**config.mk**
```make
export PLATFORM = sky130hd
export DESIGN_NAME = ame_num_approx_arb
export DESIGN_NICKNAME = d
export VERILOG_FILES = /design/src/rtl/ame_num_approx_arb.sv
export SDC_FILE = /design/constraint.sdc
export NUM_CORES = 1
export LEC_CHECK = 0
export ABC_AREA = 1
export BUFFER_PORTS_ARGS = -buffer_cell sky130_fd_sc_hd__buf_2
export CORE_AREA = 2 2 151 153
export DETAILED_ROUTE_END_ITERATION = 8
export DIE_AREA = 0 0 153 155
export PLACE_DENSITY = 0.58
export SLEW_MARGIN = 40
export SYNTH_ARGS = -nofsm -noshare
export SYNTH_HDL_FRONTEND = slang
export SYNTH_SLANG_ARGS = --single-unit
export TNS_END_PERCENT = 30
```
**constraint.sdc**
```tcl
create_clock -name clk_i -period 4.8 [get_ports clk_i]
set_clock_uncertainty 0.1 [all_clocks]
set_input_delay 0.24 -clock clk_i [delete_from_list [all_inputs] [get_ports clk_i]]
set_output_delay 0.24 -clock clk_i [all_outputs]
set_load 0.01 [all_outputs]
```
**src/rtl/ame_num_approx_arb.sv**
```systemverilog
// Round-robin sequencer sharing one number-approximation engine among NUM_REQ requesters.
// One request in flight at a time: grant, init pulse, wait for done or timeout, return result.
module ame_num_approx_arb #(
    parameter int NUM_REQ        = 4,
    parameter int COMP_DATA_BITS = 64,
    parameter int TIMEOUT_CYC    = 15
) (
    input  logic                                clk_i,
    input  logic                                rst_n_i,
    input  logic [NUM_REQ-1:0]                  req_valid_i,
    output logic [NUM_REQ-1:0]                  req_ready_o,
    input  logic [NUM_REQ*COMP_DATA_BITS-1:0]   req_data_i,
    output logic [NUM_REQ-1:0]                  rsp_valid_o,
    input  logic [NUM_REQ-1:0]                  rsp_ready_i,
    output logic [$clog2(COMP_DATA_BITS)-1:0]   rsp_data_o,
    output logic                                rsp_err_o,
    output logic                                eng_init_o,
    output logic [COMP_DATA_BITS-1:0]           eng_data_o,
    input  logic                                eng_done_i,
    input  logic [$clog2(COMP_DATA_BITS)-1:0]   eng_data_i,
    output logic                                busy_o
);

    localparam int RES_W = $clog2(COMP_DATA_BITS);
    localparam int ID_W  = $clog2(NUM_REQ);
    localparam int CNT_W = 8;
    localparam logic [CNT_W-1:0] TO_LAST = CNT_W'(TIMEOUT_CYC - 1);

    typedef enum logic [1:0] {
        IDLE  = 2'd0,
        ISSUE = 2'd1,
        WAIT  = 2'd2,
        RESP  = 2'd3
    } state_e;

    state_e                     state_q;
    logic [ID_W-1:0]            ptr_q;
    logic [ID_W-1:0]            gnt_q;
    logic [CNT_W-1:0]           cnt_q;
    logic                       eng_init_q;
    logic [COMP_DATA_BITS-1:0]  eng_data_q;
    logic [NUM_REQ-1:0]         rsp_valid_q;
    logic [RES_W-1:0]           rsp_data_q;
    logic                       rsp_err_q;

    logic [ID_W-1:0]            gnt_idx_d;
    logic                       gnt_found_d;
    logic                       req_fire;

    // Scan from the highest offset down so the requester closest to ptr_q wins.
    always_comb begin
        gnt_idx_d   = '0;
        gnt_found_d = 1'b0;
        for (int k = NUM_REQ - 1; k >= 0; k--) begin
            if (req_valid_i[(int'(ptr_q) + k) % NUM_REQ]) begin
                gnt_found_d = 1'b1;
                gnt_idx_d   = ID_W'((int'(ptr_q) + k) % NUM_REQ);
            end
        end
    end

    assign req_fire = (state_q == IDLE) && gnt_found_d;

    always_comb begin
        req_ready_o = '0;
        if (req_fire) begin
            req_ready_o[gnt_idx_d] = 1'b1;
        end
    end

    always_ff @(posedge clk_i or negedge rst_n_i) begin
        if (!rst_n_i) begin
            state_q     <= IDLE;
            ptr_q       <= '0;
            gnt_q       <= '0;
            cnt_q       <= '0;
            eng_init_q  <= 1'b0;
            eng_data_q  <= '0;
            rsp_valid_q <= '0;
            rsp_data_q  <= '0;
            rsp_err_q   <= 1'b0;
        end else begin
            eng_init_q <= 1'b0;
            case (state_q)
                IDLE: begin
                    if (req_fire) begin
                        eng_data_q <= req_data_i[int'(gnt_idx_d)*COMP_DATA_BITS +: COMP_DATA_BITS];
                        gnt_q      <= gnt_idx_d;
                        eng_init_q <= 1'b1;
                        state_q    <= ISSUE;
                    end
                end
                ISSUE: begin
                    cnt_q   <= '0;
                    state_q <= WAIT;
                end
                WAIT: begin
                    // A done on the final allowed cycle still counts as success.
                    if (eng_done_i) begin
                        rsp_data_q         <= eng_data_i;
                        rsp_err_q          <= 1'b0;
                        rsp_valid_q[gnt_q] <= 1'b1;
                        state_q            <= RESP;
                    end else if (cnt_q == TO_LAST) begin
                        rsp_data_q         <= '0;
                        rsp_err_q          <= 1'b1;
                        rsp_valid_q[gnt_q] <= 1'b1;
                        state_q            <= RESP;
                    end else begin
                        cnt_q <= cnt_q + CNT_W'(1);
                    end
                end
                RESP: begin
                    if (rsp_ready_i[gnt_q]) begin
                        rsp_valid_q <= '0;
                        ptr_q       <= ID_W'((int'(gnt_q) + 1) % NUM_REQ);
                        state_q     <= IDLE;
                    end
                end
                default: state_q <= IDLE;
            endcase
        end
    end

    assign rsp_valid_o = rsp_valid_q;
    assign rsp_data_o  = rsp_data_q;
    assign rsp_err_o   = rsp_err_q;
    assign eng_init_o  = eng_init_q;
    assign eng_data_o  = eng_data_q;
    assign busy_o      = (state_q != IDLE);

endmodule

```
==> metrics.md <==
| Metric | Value |
|---|---|
| Gate Count Post-Synth | `around 1200` |
| CP arrival | `3290 ps` |
| Site Rows | `55` |
| Final hold vios | `0` |
| Hold Crit Start | `eng_data_i[1]` |
| Area share of the largest cell type after synthesis | `31.5%` |
| Nets | `between 1500 and 2000` |
| # port buffers | `around 350` |
| Status | `complete, no violations` |
| Root Buffer | `clkbuf_16` |
| Drt total wl | `between 20 and 25 mm` |
| Initial DRC count | `approximately 540` |
| CTS-repair resized insts | `0` |
| Routed Antenna Nets | `0` |
| Critical path class | `reg -> out` |
| Worst Path Buf+Inv | `2` |
| Core region area | `~22000 µm²` |
| GR Layer Usage met1 | `around a quarter` |
| PnR worst setup slack | `1170 ps` |
| Post-Synthesis Cell Area | `approximately 7000 µm²` |
| GRT busiest layer | `met2` |
| Pre-CTS WS | `roughly 1500 ps` |
| TritonCTS sink count | `90` |
| Yosys warning total | `0` |
| CP max stage cell | `dfrtp_1` |
| Wirelength per Cell | `between 10 and 15 µm` |
| Skew-Pair Late Insertion Delay | `between 300 and 400 ps` |
| Vias in the first global route | `roughly 7600` |
| Top post-synthesis cells by area | `dfrtp_1 (31%), nand2_1 (24%), nand3_1 (19%)` |
| Post-placement cell area | `~9000 µm²` |
| CP max FO | `67` |
| Met3 Use GR | `between 3 and 4%` |
| Fin. max-slew vios | `0` |
| HPWL Detailed | `around 18 mm` |
| CP endpoint kind | `output pin` |
| Design Area, Final | `about 9300 µm²` |
| Commonest non-fill, non-tap cells in the layout | `nand2_1 (445), buf_2 (352), inv_1 (283)` |
| Final setup vio count | `0` |
| Die area | `about 24000 µm²` |
| Final setup TNS | `0 ps` |
| CTS Buffer Depth | `2` |
| Max H-tree Level | `3` |
| Worst min path class | `in -> reg` |
| Mean Syn Cell Area | `5.81 µm²` |
| Crit path cell chain | `nand2_1 -> nand3_1 -> nand2_1 -> inv_1 -> nand2_1 -> nand2_4 -> nand2_4 -> nor3_1 -> buf_2` |
| Placer Congestion | `approximately 0.93` |
| Top cell type by total area after synthesis | `dfrtp_1` |
| Total GRT Usage | `20.0%` |
| CTS tree | `built` |
| Leak | `around 6.2 nW` |
| Mapped Nets | `about 1500` |
| First-pass GRT wire length | `roughly 39 mm` |
| PwrDens | `approximately 720 nW/µm²` |
| Most common cell after layout, fill and taps aside | `nand2_1` |
| # fillers | `about 2500` |
| Crit path top cell by count | `nand2_1` |
| Share of cells above drive strength 1 | `~25%` |
| Final Critical Period | `between 3000 and 4000 ps` |
| F_max | `roughly 280 MHz` |
| Final Core Density | `between 40% and 50%` |
| Antenna violations before repair | `0` |
| DR DRC count | `0` |
| R2R Path Start | `ptr_q[0]` |
| Slew @ Worst Pin | `approximately 820 ps` |
| Router iterations before antenna repair | `6` |
| Synth cell types | `21` |
| Max_cap viols | `0` |
| Vias per Instance | `about 4.6` |
| GRT met2 Usage | `33.9%` |
| Die H | `155 µm` |
| Peak VDD IR | `between 300 and 400 µV` |
| RSZ-0062 raised after global routing | `no` |
| GRT overflow | `0` |
| Die X | `~150 µm` |
| Max-slew headroom | `about 46%` |
| Crit-path max cell delay | `about 600 ps` |
| Pwr Total | `between 0.006 and 0.007 W` |
| Crit-path leading delay family | `simple AND/OR/NAND/NOR gates` |
| CP Launch Point | `ptr_q[0]` |
| CP startpoint kind | `register` |
| Ant diodes | `0` |
| Initial core utilization | `between 30% and 40%` |
| Crit share post-route | `around three quarters` |
| Area growth syn-to-layout | `30.7%` |
| # IOs | `354` |
| Clk slew on worst S/H paths | `80 ps` |
| Via count | `8421` |
| Synth Register Bits | `90` |
| Largest net degree at the start of global routing | `around 110` |
| Critical path required time | `4460 ps` |
| Sequential element share of the synthesized area | `a little under a third` |
| Total CTS buffers | `9` |
[final timing paths]
path,end,slack (ps),depth (start not counted)
setup / recovery,req_ready_o[0],1170,9
hold / removal,rsp_data_o[1],20,3
setup reg to reg,eng_data_o[34],1420,14
hold reg to reg,rsp_data_o[1],370,2
max in group asynchronous,eng_data_o[4],3210,3
min in group asynchronous,eng_data_o[53],290,2
[cells by family (layout without fill, tap and decap cells)]
family | count (synthesis) | count (layout) | share of synthesized area [%]
simple gates | 746 | 746 | 44.3
buf+inv | 357 | 663 | 20.3
flops | 90 | 90 | 31.5
compound gates | 24 | 24 | 1.71
fa+ha+maj | 10 | 10 | 1.75
xor+xnor | 4 | 4 | 0.490
[cell type report]
class                   instances  area [µm²]  area share [%]
flip-flops and latches         90        2250            24.1
multi-input cells             784        3490            37.4
clock inverters                 7        93.8            1.00
repair buffers                363        1860            19.9
inverters                     284        1070            11.4
well taps                     285         357            3.81
clock buffers                   9         225            2.41
[tightest hold or removal path, stage by stage]
cell	delay (ps)
buf_2	80
nand3_1	60
nand2_1	60
[stage by stage]
step	std cells	hold slack [ps]
6_report	1822	22.8
5_1_grt	1822	31.3
4_1_cts	1822	8.27
3_5_place_dp	1805	153
3_3_place_gp	1805	147
2_1_floorplan	1231	-156
[registers in the layout (all words and copies together) (netlist names)]
name,flops
eng_data_o,64
state_q,2
rsp_err_o,1
eng_init_o,1
gnt_q,2
cnt_q,8
ptr_q,2
rsp_valid_o,4
rsp_data_o,6
[Yosys cell counts (all sizes together)]
| library cell | instances |
|---|---|
| nand3 | 278 |
| nand4 | 2 |
| inv | 284 |
| ha | 10 |
| buf | 63 |
| clkbuf | 10 |
| dfrtp | 90 |
| a21oi | 9 |
| nor3 | 5 |
| o21ai | 14 |
| o31ai | 1 |
| and3 | 2 |
| nand2 | 450 |
| xnor2 | 1 |
| xor2 | 3 |
| nor2 | 9 |
[layer usage]
metal	up-vias	wire length (µm)
met2	307	11800
met5	-	0
met1	3809	11000
met3	33	1520
met4	0	461
li1	4272	-
[what timing repair did]
item / 4_1_cts / 5_1_grt
endpoints found under the hold margin: 36 / 0
hold buffers: 1 / 0
buffers inserted: 0 / 0
[power breakdown]
group          switching, W  total, W  internal [W]
registers          0.000213   0.00134       0.00112
clock network      0.000355  0.000775      0.000420
logic               0.00313   0.00465       0.00151
total               0.00370   0.00676       0.00306
Note: power is estimated with default switching activity, not from simulation.
